File: config.mk
export PLATFORM = sky130hd
export DESIGN_NAME = core_ifetch
export DESIGN_NICKNAME = d
export VERILOG_FILES = /design/src/rtl/core_ifetch_pkg.sv /design/src/rtl/core_ifetch_buf.sv /design/src/rtl/core_ifetch.sv
export SDC_FILE = /design/constraint.sdc
export NUM_CORES = 1
export LEC_CHECK = 0
export ABC_AREA = 1
export ABC_CLOCK_PERIOD_IN_PS = 1900
export BUFFER_PORTS_ARGS = -buffer_cell sky130_fd_sc_hd__buf_4
export CAP_MARGIN = 15
export CORE_MARGIN = 1.5
export CORE_UTILIZATION = 50
export DETAILED_ROUTE_END_ITERATION = 7
export MAX_ROUTING_LAYER = met4
export PLACE_DENSITY_LB_ADDON = 0.3
export SLEW_MARGIN = 20
export SYNTH_ARGS = -nofsm -noshare
export SYNTH_HDL_FRONTEND = slang
export SYNTH_SLANG_ARGS = --single-unit
File: constraint.sdc
create_clock -name clk -period 1.9 [get_ports clk]
set_input_delay 0.095 -clock clk [delete_from_list [all_inputs] [get_ports clk]]
set_output_delay 0.095 -clock clk [all_outputs]
set_load 0.005 [all_outputs]
File: src/rtl/core_ifetch_pkg.sv
// Shared definitions for the instruction fetch stage: bus widths, NOP encoding,
// PC step, default reset PC and the buffer entry layout.
package core_ifetch_pkg;

    localparam int unsigned InstAddressBus = 32;
    localparam int unsigned InstByteBus    = 32;
    localparam int unsigned InstByteWidth  = 32;

    localparam logic [InstAddressBus-1:0] PcIncr   = InstAddressBus'(InstByteWidth / 8);
    localparam logic [InstAddressBus-1:0] ResetPC  = 32'h0000_0000;
    localparam logic [InstByteBus-1:0]    INST_NOP = 32'h0000_0013;

    typedef struct packed {
        logic [InstAddressBus-1:0] addr;
        logic [InstByteBus-1:0]    data;
        logic                      filled;
    } if_entry_t;

    function automatic logic [InstAddressBus-1:0] align_pc(input logic [InstAddressBus-1:0] a);
        return {a[InstAddressBus-1:2], 2'b00};
    endfunction

endpackage

File: src/rtl/core_ifetch_buf.sv
// In-order fetch entry buffer: allocation/fill/read pointers, occupancy
// counters and the count of in-flight responses to be discarded.
module core_if_buf
    import core_ifetch_pkg::*;
#(
    parameter logic [31:0] RESET_PC  = ResetPC,
    parameter int unsigned BUF_DEPTH = 2
) (
    input  logic                               clk,
    input  logic                               rst,
    input  logic                               alloc,
    input  logic [InstAddressBus-1:0]          alloc_addr,
    input  logic                               rsp_valid,
    input  logic [InstByteBus-1:0]             rsp_data,
    input  logic                               rsp_bypass,
    input  logic                               pop,
    input  logic                               flush,
    output logic                               head_filled,
    output logic [InstAddressBus-1:0]          head_addr,
    output logic [InstByteBus-1:0]             head_data,
    output logic [$clog2(BUF_DEPTH+1)-1:0]     alloc_cnt,
    output logic [$clog2(BUF_DEPTH+1)-1:0]     drop_cnt
);

    localparam int unsigned PW = $clog2(BUF_DEPTH);
    localparam int unsigned CW = $clog2(BUF_DEPTH + 1);

    if_entry_t       ent [BUF_DEPTH];
    logic [PW-1:0]   alloc_ptr, fill_ptr, rd_ptr;
    logic [CW-1:0]   unfilled_cnt;
    logic            rsp_take;

    assign rsp_take    = rsp_valid && (drop_cnt == '0);
    assign head_filled = ent[rd_ptr].filled;
    assign head_addr   = ent[rd_ptr].addr;
    assign head_data   = ent[rd_ptr].data;

    always_ff @(posedge clk or negedge rst) begin
        if (!rst) begin
            alloc_ptr    <= '0;
            fill_ptr     <= '0;
            rd_ptr       <= '0;
            alloc_cnt    <= '0;
            unfilled_cnt <= '0;
            drop_cnt     <= '0;
            for (int unsigned i = 0; i < BUF_DEPTH; i++) begin
                ent[PW'(i)] <= '{addr: RESET_PC, data: INST_NOP, filled: 1'b0};
            end
        end else if (flush) begin
            alloc_ptr    <= '0;
            fill_ptr     <= '0;
            rd_ptr       <= '0;
            alloc_cnt    <= '0;
            unfilled_cnt <= '0;
            // every unfilled entry still has a response on its way; the one arriving now is already gone
            drop_cnt     <= drop_cnt + unfilled_cnt - CW'(rsp_valid);
            for (int unsigned i = 0; i < BUF_DEPTH; i++) begin
                ent[PW'(i)].filled <= 1'b0;
            end
        end else begin
            if (rsp_valid && (drop_cnt != '0)) begin
                drop_cnt <= drop_cnt - 1'b1;
            end
            if (rsp_take) begin
                ent[fill_ptr].data   <= rsp_data;
                ent[fill_ptr].filled <= !rsp_bypass;
                fill_ptr             <= fill_ptr + 1'b1;
            end
            if (pop) begin
                ent[rd_ptr].filled <= 1'b0;
                rd_ptr             <= rd_ptr + 1'b1;
            end
            if (alloc) begin
                ent[alloc_ptr].addr   <= alloc_addr;
                ent[alloc_ptr].filled <= 1'b0;
                alloc_ptr             <= alloc_ptr + 1'b1;
            end
            alloc_cnt    <= alloc_cnt + CW'(alloc) - CW'(pop);
            unfilled_cnt <= unfilled_cnt + CW'(alloc) - CW'(rsp_take);
        end
    end

endmodule

File: src/rtl/core_ifetch.sv
// Instruction fetch stage: PC, request gating, redirect handling.
// Define IF_BYPASS_EN to forward a head response straight to decode in the same cycle.
module core_ifetch
    import core_ifetch_pkg::*;
#(
    parameter logic [31:0] RESET_PC  = ResetPC,
    parameter int unsigned BUF_DEPTH = 2
) (
    input  logic                      clk,
    input  logic                      rst,
    output logic                      imem_req_valid_out,
    input  logic                      imem_req_ready_in,
    output logic [InstAddressBus-1:0] imem_req_addr_out,
    input  logic                      imem_rsp_valid_in,
    input  logic [InstByteBus-1:0]    imem_rsp_data_in,
    input  logic                      jump_en_in,
    input  logic [InstAddressBus-1:0] jump_addr_in,
    output logic                      inst_valid_out,
    input  logic                      inst_ready_in,
    output logic [InstByteBus-1:0]    inst_out,
    output logic [InstAddressBus-1:0] inst_addr_out
);

    localparam int unsigned CW = $clog2(BUF_DEPTH + 1);

    logic [InstAddressBus-1:0] pc_q;
    logic [CW-1:0]             alloc_cnt, drop_cnt;
    logic                      head_filled;
    logic [InstAddressBus-1:0] head_addr;
    logic [InstByteBus-1:0]    head_data;
    logic                      accept, pop, bypass;

    // held low while reset is asserted so the interface is quiet during reset
    assign imem_req_valid_out = rst && !jump_en_in
                                && (({1'b0, alloc_cnt} + {1'b0, drop_cnt}) < (CW+1)'(BUF_DEPTH));
    assign imem_req_addr_out  = pc_q;
    assign accept             = imem_req_valid_out && imem_req_ready_in;

`ifdef IF_BYPASS_EN
    assign bypass = !head_filled && (drop_cnt == '0) && imem_rsp_valid_in && !jump_en_in;
`else
    assign bypass = 1'b0;
`endif

    assign inst_valid_out = (head_filled || bypass) && !jump_en_in;
    assign inst_out       = !inst_valid_out ? INST_NOP :
                            head_filled     ? head_data : imem_rsp_data_in;
    assign inst_addr_out  = head_addr;
    assign pop            = inst_valid_out && inst_ready_in;

    always_ff @(posedge clk or negedge rst) begin
        if (!rst) begin
            pc_q <= RESET_PC;
        end else if (jump_en_in) begin
            pc_q <= align_pc(jump_addr_in);
        end else if (accept) begin
            pc_q <= pc_q + PcIncr;
        end
    end

    core_if_buf #(
        .RESET_PC  (RESET_PC),
        .BUF_DEPTH (BUF_DEPTH)
    ) u_buf (
        .clk         (clk),
        .rst         (rst),
        .alloc       (accept),
        .alloc_addr  (pc_q),
        .rsp_valid   (imem_rsp_valid_in),
        .rsp_data    (imem_rsp_data_in),
        .rsp_bypass  (bypass && inst_ready_in),
        .pop         (pop),
        .flush       (jump_en_in),
        .head_filled (head_filled),
        .head_addr   (head_addr),
        .head_data   (head_data),
        .alloc_cnt   (alloc_cnt),
        .drop_cnt    (drop_cnt)
    );

endmodule

# Yosys cells after proc, flatten, opt, wreduce, memory -nomap -nowiden
# Index checks and enable logic that the tools add are counted.
# Widths: inputs -> output; s select.
dict set report totals {
  ff_bits 171
  elab_cells 91
}
dict set report classes {
  addsub 12
  magnitude_cmp 7
  muxes 39
  n_bitwise 3
  reduce_logical 17
}
# operator count
set ops {}
lappend ops {{$bwmux 130} 5}
lappend ops {{$mux 130} 5}
lappend ops {{$demux 65 s1} 5}
lappend ops {{$mux 65} 4}
lappend ops {{$mux 32} 4}
lappend ops {{$mux 33} 1}
lappend ops {{$add 32x3->32 const B} 1}
lappend ops {{$mux 1} 11}
lappend ops {{$logic_and 1x1->1} 10}
lappend ops {{$reduce_bool 2->1} 5}
lappend ops {{$mux 2} 4}
lappend ops {{$ge 2x2->1 const B} 3}
lappend ops {{$lt 2x1->1 const B} 3}
lappend ops {{$not 1->2} 3}
lappend ops {{$sub 2x1->2} 3}
lappend ops {{$add 2x1->2} 2}
lappend ops {{$add 1x1->1 const B} 3}
lappend ops {{$add 2x2->3} 1}
lappend ops {{$lt 3x2->1 const B} 1}
lappend ops {{$add 2x2->2} 1}
lappend ops {{$logic_not 2->1} 1}
lappend ops {{$sub 2x1->2 const B} 1}
lappend ops {{$logic_not 1->1} 1}

# Depth between registers and ports, before layout
dict set report logic_depth {
  depth_word 16
  depth_mapped 11
  depth_no_buf 11
}

# Hierarchy
# From an unflattened synthesis, not the netlist that was laid out.
dict set report hier_totals {
  cells_unflattened 1219
  area_unflattened_um2 9092.5
}
# module n_inst cells_per_inst area_per_inst_um2 seq_area_each_um2
set modules_own_cells {}
lappend modules_own_cells {core_if_buf 1 774 6444.9 3485.8}
lappend modules_own_cells {core_ifetch 1 445 2647.5 750.7}

# Worst setup path after synthesis
# Ideal clock, no wire load.
dict set report synth_path {
  path_kind {reg2reg}
  startpoint {reg u_buf.drop_cnt[0]}
  endpoint {reg u_buf.alloc_cnt[1]}
  t_arrival_ns 1.906
  t_required_ns 1.768
  path_slack_ns -0.137
  stages_incl_launch_ff 11
  period_less_slack_ns 2.037
  cell_sequence {dfrtp_1 nand2_1 inv_1 fa_1 nor2_1 nand3_4 inv_2 buf_2 ha_1 xor2_1 nor2_1}
}
dict set report synth_between {
  elab_chain_cells 7
}
# element line
set synth_rtl {}
lappend synth_rtl {{start, declared} core_ifetch_buf.sv:22} ;# output logic [$clog2(BUF_DEPTH+1)-1:0] drop_cnt
lappend synth_rtl {{start signal, assigned} core_ifetch_buf.sv:56} ;# drop_cnt <= drop_cnt + unfilled_cnt - CW'(rsp_valid);
lappend synth_rtl {{start signal, assigned} core_ifetch_buf.sv:62} ;# drop_cnt <= drop_cnt - 1'b1;
lappend synth_rtl {{$add 2x2->3} core_ifetch.sv:35} ;# && (({1'b0, alloc_cnt} + {1'b0, drop_cnt}) < (CW+1)'(BUF_DEPTH));
lappend synth_rtl {{$lt 3x2->1} core_ifetch.sv:35}
lappend synth_rtl {{$logic_and 1x1->1} core_ifetch.sv:35}
lappend synth_rtl {{$logic_and 1x1->1} core_ifetch.sv:37} ;# assign accept = imem_req_valid_out && imem_req_ready_in;
lappend synth_rtl {{$add 2x1->2} core_ifetch_buf.sv:78} ;# alloc_cnt <= alloc_cnt + CW'(alloc) - CW'(pop);
lappend synth_rtl {{$sub 2x1->2} core_ifetch_buf.sv:78}
lappend synth_rtl {{$mux 2} core_ifetch_buf.sv:49} ;# end else if (flush) begin
lappend synth_rtl {{end signal, assigned} core_ifetch_buf.sv:78}
lappend synth_rtl {{end, declared} core_ifetch_buf.sv:21} ;# output logic [$clog2(BUF_DEPTH+1)-1:0] alloc_cnt,
# Every way passes these cells.
# A chain may end at the register's enable or synchronous reset.

# Final worst setup path
dict set report layout_path {
  startpoint {reg u_buf.drop_cnt[0]}
  endpoint {reg pc_q[10], in the netlist imem_req_addr_out[10]}
}
dict set report layout_between {
  elab_chain_cells 5
}
# element line
set layout_rtl {}
lappend layout_rtl {{$add 2x2->3} core_ifetch.sv:35}
lappend layout_rtl {{$lt 3x2->1} core_ifetch.sv:35}
lappend layout_rtl {{$logic_and 1x1->1} core_ifetch.sv:35}
lappend layout_rtl {{$logic_and 1x1->1} core_ifetch.sv:37}
lappend layout_rtl {{$reduce_bool 2->1 (no line)} -}
lappend layout_rtl {{end signal, assigned} core_ifetch.sv:55} ;# pc_q <= align_pc(jump_addr_in);
lappend layout_rtl {{end signal, assigned} core_ifetch.sv:57} ;# pc_q <= pc_q + PcIncr;
lappend layout_rtl {{end, declared} core_ifetch.sv:26} ;# logic [InstAddressBus-1:0] pc_q;
# Every way passes these cells.

==> impl_metrics.prom <==
# TYPE chip_impl_metric gauge
chip_impl_metric{name="initial_utilization",unit="%"} 51.4
chip_impl_metric{name="routabilityCongestion",unit=""} 0.943
chip_impl_metric{name="timing.reg2reg.setup_slack",unit="ns"} -0.02
chip_impl_info{name="worst_min_delay_path_class",value="primary input to register"} 1
chip_impl_metric{name="port_buffers",unit=""} 163
chip_impl_metric{name="worstPathMaxFanout",unit=""} 7
chip_impl_metric{name="grt_pass1_vias",unit=""} 7387
chip_impl_metric{name="synth_async_sr_flop_share",unit="%"} 100
chip_impl_metric{name="routed-via-count",unit=""} 7921
chip_impl_metric{name="final.setup_skew",unit="ns"} 0.00894
chip_impl_metric{name="critPathBufInv",unit=""} 2
chip_impl_info{name="clock-root-buffer",value="clkbuf_16"} 1
chip_impl_metric{name="slew_viol_final",unit=""} 0
chip_impl_metric{name="tritoncts.num_buffers",unit=""} 17
chip_impl_metric{name="ys_ff_latch",unit=""} 167
chip_impl_info{name="whs_endpoint",value="imem_req_addr_out[20]$_DFFE_PN0P_"} 1
chip_impl_metric{name="r2r.worst_path.cells",unit=""} 9
chip_impl_metric{name="cell_area_power_density",unit="nW/µm²"} 1220
chip_impl_metric{name="p_leak",unit="nW"} 5.67
chip_impl_metric{name="average_size_of_a_mapped_cell",unit="µm²"} 7.54
chip_impl_metric{name="ioPinCount",unit=""} 168
chip_impl_metric{name="grt_first_pass_wirelength",unit="µm"} 36900
chip_impl_metric{name="sequential_cell_area_in_the_final_layout",unit="µm²"} 4190
chip_impl_metric{name="final_hold_viol_count",unit=""} 0
chip_impl_metric{name="yosysSeqAreaShare",unit="%"} 50.9
chip_impl_metric{name="synth-warning-count",unit=""} 0
chip_impl_metric{name="maxCapViolations",unit=""} 0
chip_impl_metric{name="totalNegativeSetupSlack",unit="ns"} -0.0511
chip_impl_info{name="most-common-layout-cells",value="429 x nand2_1, 175 x buf_4, 160 x dfrtp_1"} 1
chip_impl_metric{name="placed_area",unit="µm²"} 9720
chip_impl_metric{name="total_non_filler_cell_area_in_the_finished_layout",unit="µm²"} 11200
chip_impl_metric{name="timing.final.crit_period",unit="ns"} 1.92
chip_impl_metric{name="drt_wl_total",unit="µm"} 23400
chip_impl_metric{name="gr-total-overflow",unit=""} 0
chip_impl_metric{name="cts-root-to-sink-buffers",unit=""} 2
chip_impl_info{name="final_common_cell",value="nand2_1"} 1
chip_impl_metric{name="netlist-cell-type-count",unit=""} 29
chip_impl_metric{name="cp.required",unit="ns"} 2.20
chip_impl_info{name="grt_setup_unrepaired",value="true"} 1
chip_impl_info{name="path_cells",value="nand2_1 > inv_1 > fa_1 > nor2_2 > nand3_4 > nand2_2 > buf_4 > o21ai_0 > o21bai_1"} 1
chip_impl_metric{name="clock_sinks",unit=""} 167
chip_impl_metric{name="fillers",unit=""} 1298
chip_impl_metric{name="area.growth.synth_to_final",unit="%"} 35.9
chip_impl_metric{name="max-slew-margin-rel",unit="%"} 39.4
chip_impl_info{name="cts_tree",value="done"} 1
chip_impl_info{name="worst_hold_startpoint",value="jump_addr_in[20]"} 1
chip_impl_metric{name="wl_per_cell",unit="µm"} 15.2
chip_impl_metric{name="worst_hold_depth",unit=""} 5
chip_impl_metric{name="drtIter0Drc",unit=""} 742
chip_impl_metric{name="dp.final_hpwl",unit="µm"} 14500
chip_impl_metric{name="grt_max_degree",unit=""} 168
chip_impl_info{name="worstReg2RegStart",value="u_buf.drop_cnt[0]$_DFFE_PN0P_"} 1
chip_impl_metric{name="max-vdd-ir-drop",unit="V"} 0.000766
chip_impl_metric{name="fin_ws",unit="ns"} -0.0187
chip_impl_metric{name="fp-row-count",unit=""} 46
chip_impl_metric{name="globalRouteTotalUtil",unit="%"} 27.3
chip_impl_info{name="r2r-end",value="imem_req_addr_out[10]$_DFFE_PN0P_"} 1
chip_impl_metric{name="detail_route.vias_per_cell",unit=""} 5.15
chip_impl_info{name="run_status",value="finished, violations left"} 1
chip_impl_metric{name="finalSetupViolations",unit=""} 8
chip_impl_metric{name="clk_latency",unit="ns"} 0.42
chip_impl_metric{name="first_pass_iters",unit=""} 5
chip_impl_info{name="violations",value="setup timing"} 1
chip_impl_metric{name="max_slew.worst_pin.slew",unit="ns"} 0.909
chip_impl_metric{name="final_layout_size_suffix_gt1_share",unit="%"} 20.3
chip_impl_info{name="crit_path_top_delay_cell",value="fa_1"} 1
chip_impl_metric{name="coreArea",unit="µm²"} 16000
chip_impl_info{name="ys.flop_type",value="dfrtp_1"} 1
chip_impl_metric{name="cp_slowest_stage_delay",unit="ns"} 0.44
chip_impl_metric{name="critPathArrivalTime",unit="ns"} 2.22
chip_impl_metric{name="netlist_instances",unit=""} 1091
chip_impl_metric{name="route.antenna.remaining_nets",unit=""} 0
chip_impl_info{name="crit_path_start_kind",value="register"} 1
chip_impl_info{name="timing_worst_setup_path_type",value="register to register"} 1
chip_impl_metric{name="antenna_found_initial",unit=""} 1
chip_impl_metric{name="worst-path-stages",unit=""} 9
chip_impl_metric{name="synth-edff-count",unit=""} 0
chip_impl_metric{name="design.final.nets",unit=""} 1386
chip_impl_metric{name="clock_tree.htree_level_count",unit=""} 4
chip_impl_metric{name="die_width",unit="µm"} 131
chip_impl_metric{name="drc",unit=""} 0
chip_impl_metric{name="min_period_over_period",unit="%"} 101
chip_impl_metric{name="clk_transition_reported_paths",unit="ns"} 0.07
chip_impl_metric{name="die_height",unit="µm"} 131
chip_impl_metric{name="post_synth_instance_area",unit="µm²"} 8220
chip_impl_metric{name="total_die_area",unit="µm²"} 17200
chip_impl_metric{name="hold-worst-slack",unit="ns"} 0.0196
chip_impl_metric{name="multi_input_comb_area",unit="µm²"} 3450
chip_impl_metric{name="p_total",unit="mW"} 13.7
chip_impl_info{name="crit_path_end_kind",value="register"} 1
chip_impl_metric{name="timing.fmax",unit="MHz"} 521
chip_impl_info{name="family_with_the_most_delay_on_the_worst_path",value="simple AND/OR/NAND/NOR gates"} 1
## final cells by class
cell class	instances	area share, %
antenna	1	0.0224
inverter	113	3.88
timing repair buffer	250	19.5
clock buffer	19	4.05
tap	216	2.42
sequential	167	37.5
multi-input combinational	758	30.9
clock inverter	13	1.82
## worst min-delay path: cells and delay by family
family / cells / cell delay, ns
AND/OR/NAND/NOR: 2 / 0.11
AO/OA/AOI/OAI: 1 / 0.08
buffers and inverters: 2 / 0.12
## stage by stage
stage / setup slack (ns) / utilization (%) / cells
finish: -0.0187 / 69.9 / 1537
global route: -0.149 / 69.9 / 1537
CTS: 0.00339 / 68.8 / 1532
detailed placement: -0.00845 / 60.8 / 1439
global placement: 0.0284 / 60.8 / 1439
floorplan: 0.0194 / - / 1092
## registers in the layout, indices dropped and copies added, names as in the netlist
name and cells:
u_buf.drop_cnt 2, imem_req_addr_out 30, u_buf.rd_ptr 1, u_buf.ent 128
u_buf.fill_ptr 1, u_buf.alloc_cnt 2, u_buf.alloc_ptr 1, u_buf.unfilled_cnt 2
## cells by family (layout without fill, tap and decap cells)
logic type	count (synthesis)	count (layout)	synth area share, %
AOI/OAI and AO/OA	197	197	12.3
xor gates and xnor gates	10	10	1.06
adders and majority gates	9	9	1.46
buffers and inverters	167	395	8.32
DFF	167	167	50.9
other	1	3	0.0456
and+or+nand+nor	540	540	25.9
## per-layer routing
layer	vias up	GRT usage, %	wire [µm]	part of all wire [%]
met4	0	9.88	794	3.4
met5	-	-	0	0
met3	53	5.36	1320	5.7
met1	3733	35.8	10200	43
li1	3860	-	-	-
met2	275	42.5	11100	48
## power by group
part / switching (mW) / internal [mW] / total (mW) / leakage (nW)
clock: 1.52 / 2.32 / 3.83 / 0.323
combinational: 2.22 / 1.91 / 4.14 / 3.21
sequential: 0.824 / 4.89 / 5.72 / 2.14
## timing repair
action                     in CTS  in global routing
pin swaps                       1                  0
gates resized for setup         5                 28
buffers inserted                1                  1
setup endpoints to repair      45                146
gates cloned                    0                  3
hold buffers                   60                  0
hold endpoints to repair      252                  0
## how the worst max path moves through the flow
stage | from | to | slack (ns)
after floorplan | u_buf.drop_cnt[0]$_DFFE_PN0P_ | u_buf.alloc_cnt[1]$_DFF_PN0_ | 0.02
after global placement | u_buf.drop_cnt[0]$_DFFE_PN0P_ | u_buf.ent[43]$_DFFE_PN0P_ | 0.03
after detailed placement | u_buf.drop_cnt[0]$_DFFE_PN0P_ | u_buf.ent[43]$_DFFE_PN0P_ | -0.008
after CTS | u_buf.alloc_cnt[0]$_DFF_PN0_ | u_buf.ent[103]$_DFFE_PN0P_ | 0.003
after global routing | u_buf.drop_cnt[0]$_DFFE_PN0P_ | imem_req_addr_out[10]$_DFFE_PN0P_ | -0.15
final | u_buf.drop_cnt[0]$_DFFE_PN0P_ | imem_req_addr_out[10]$_DFFE_PN0P_ | -0.02
## Yosys cell counts (2+ instances only)
cell / n / area (µm²)
clkbuf_1: 20 / 75.1
o21bai_1: 2 / 15.0
and2_1: 2 / 12.5
nor2_2: 5 / 31.3
inv_2: 6 / 22.5
dfstp_2: 6 / 158
xor2_1: 6 / 52.6
a21oi_1: 33 / 165
nand2_1: 430 / 1610
nor2_1: 45 / 169
o211ai_1: 5 / 37.5
dfrtp_1: 161 / 4030
buf_1: 3 / 11.3
o21ai_0: 76 / 380
xnor2_1: 4 / 35.0
nand2_2: 2 / 12.5
ha_1: 8 / 100
o21ai_1: 79 / 395
nor3_1: 6 / 30.0
buf_2: 25 / 125
inv_1: 107 / 402
buf_4: 5 / 37.5
nand3_1: 49 / 245
Power figures use the tool's default switching activity.
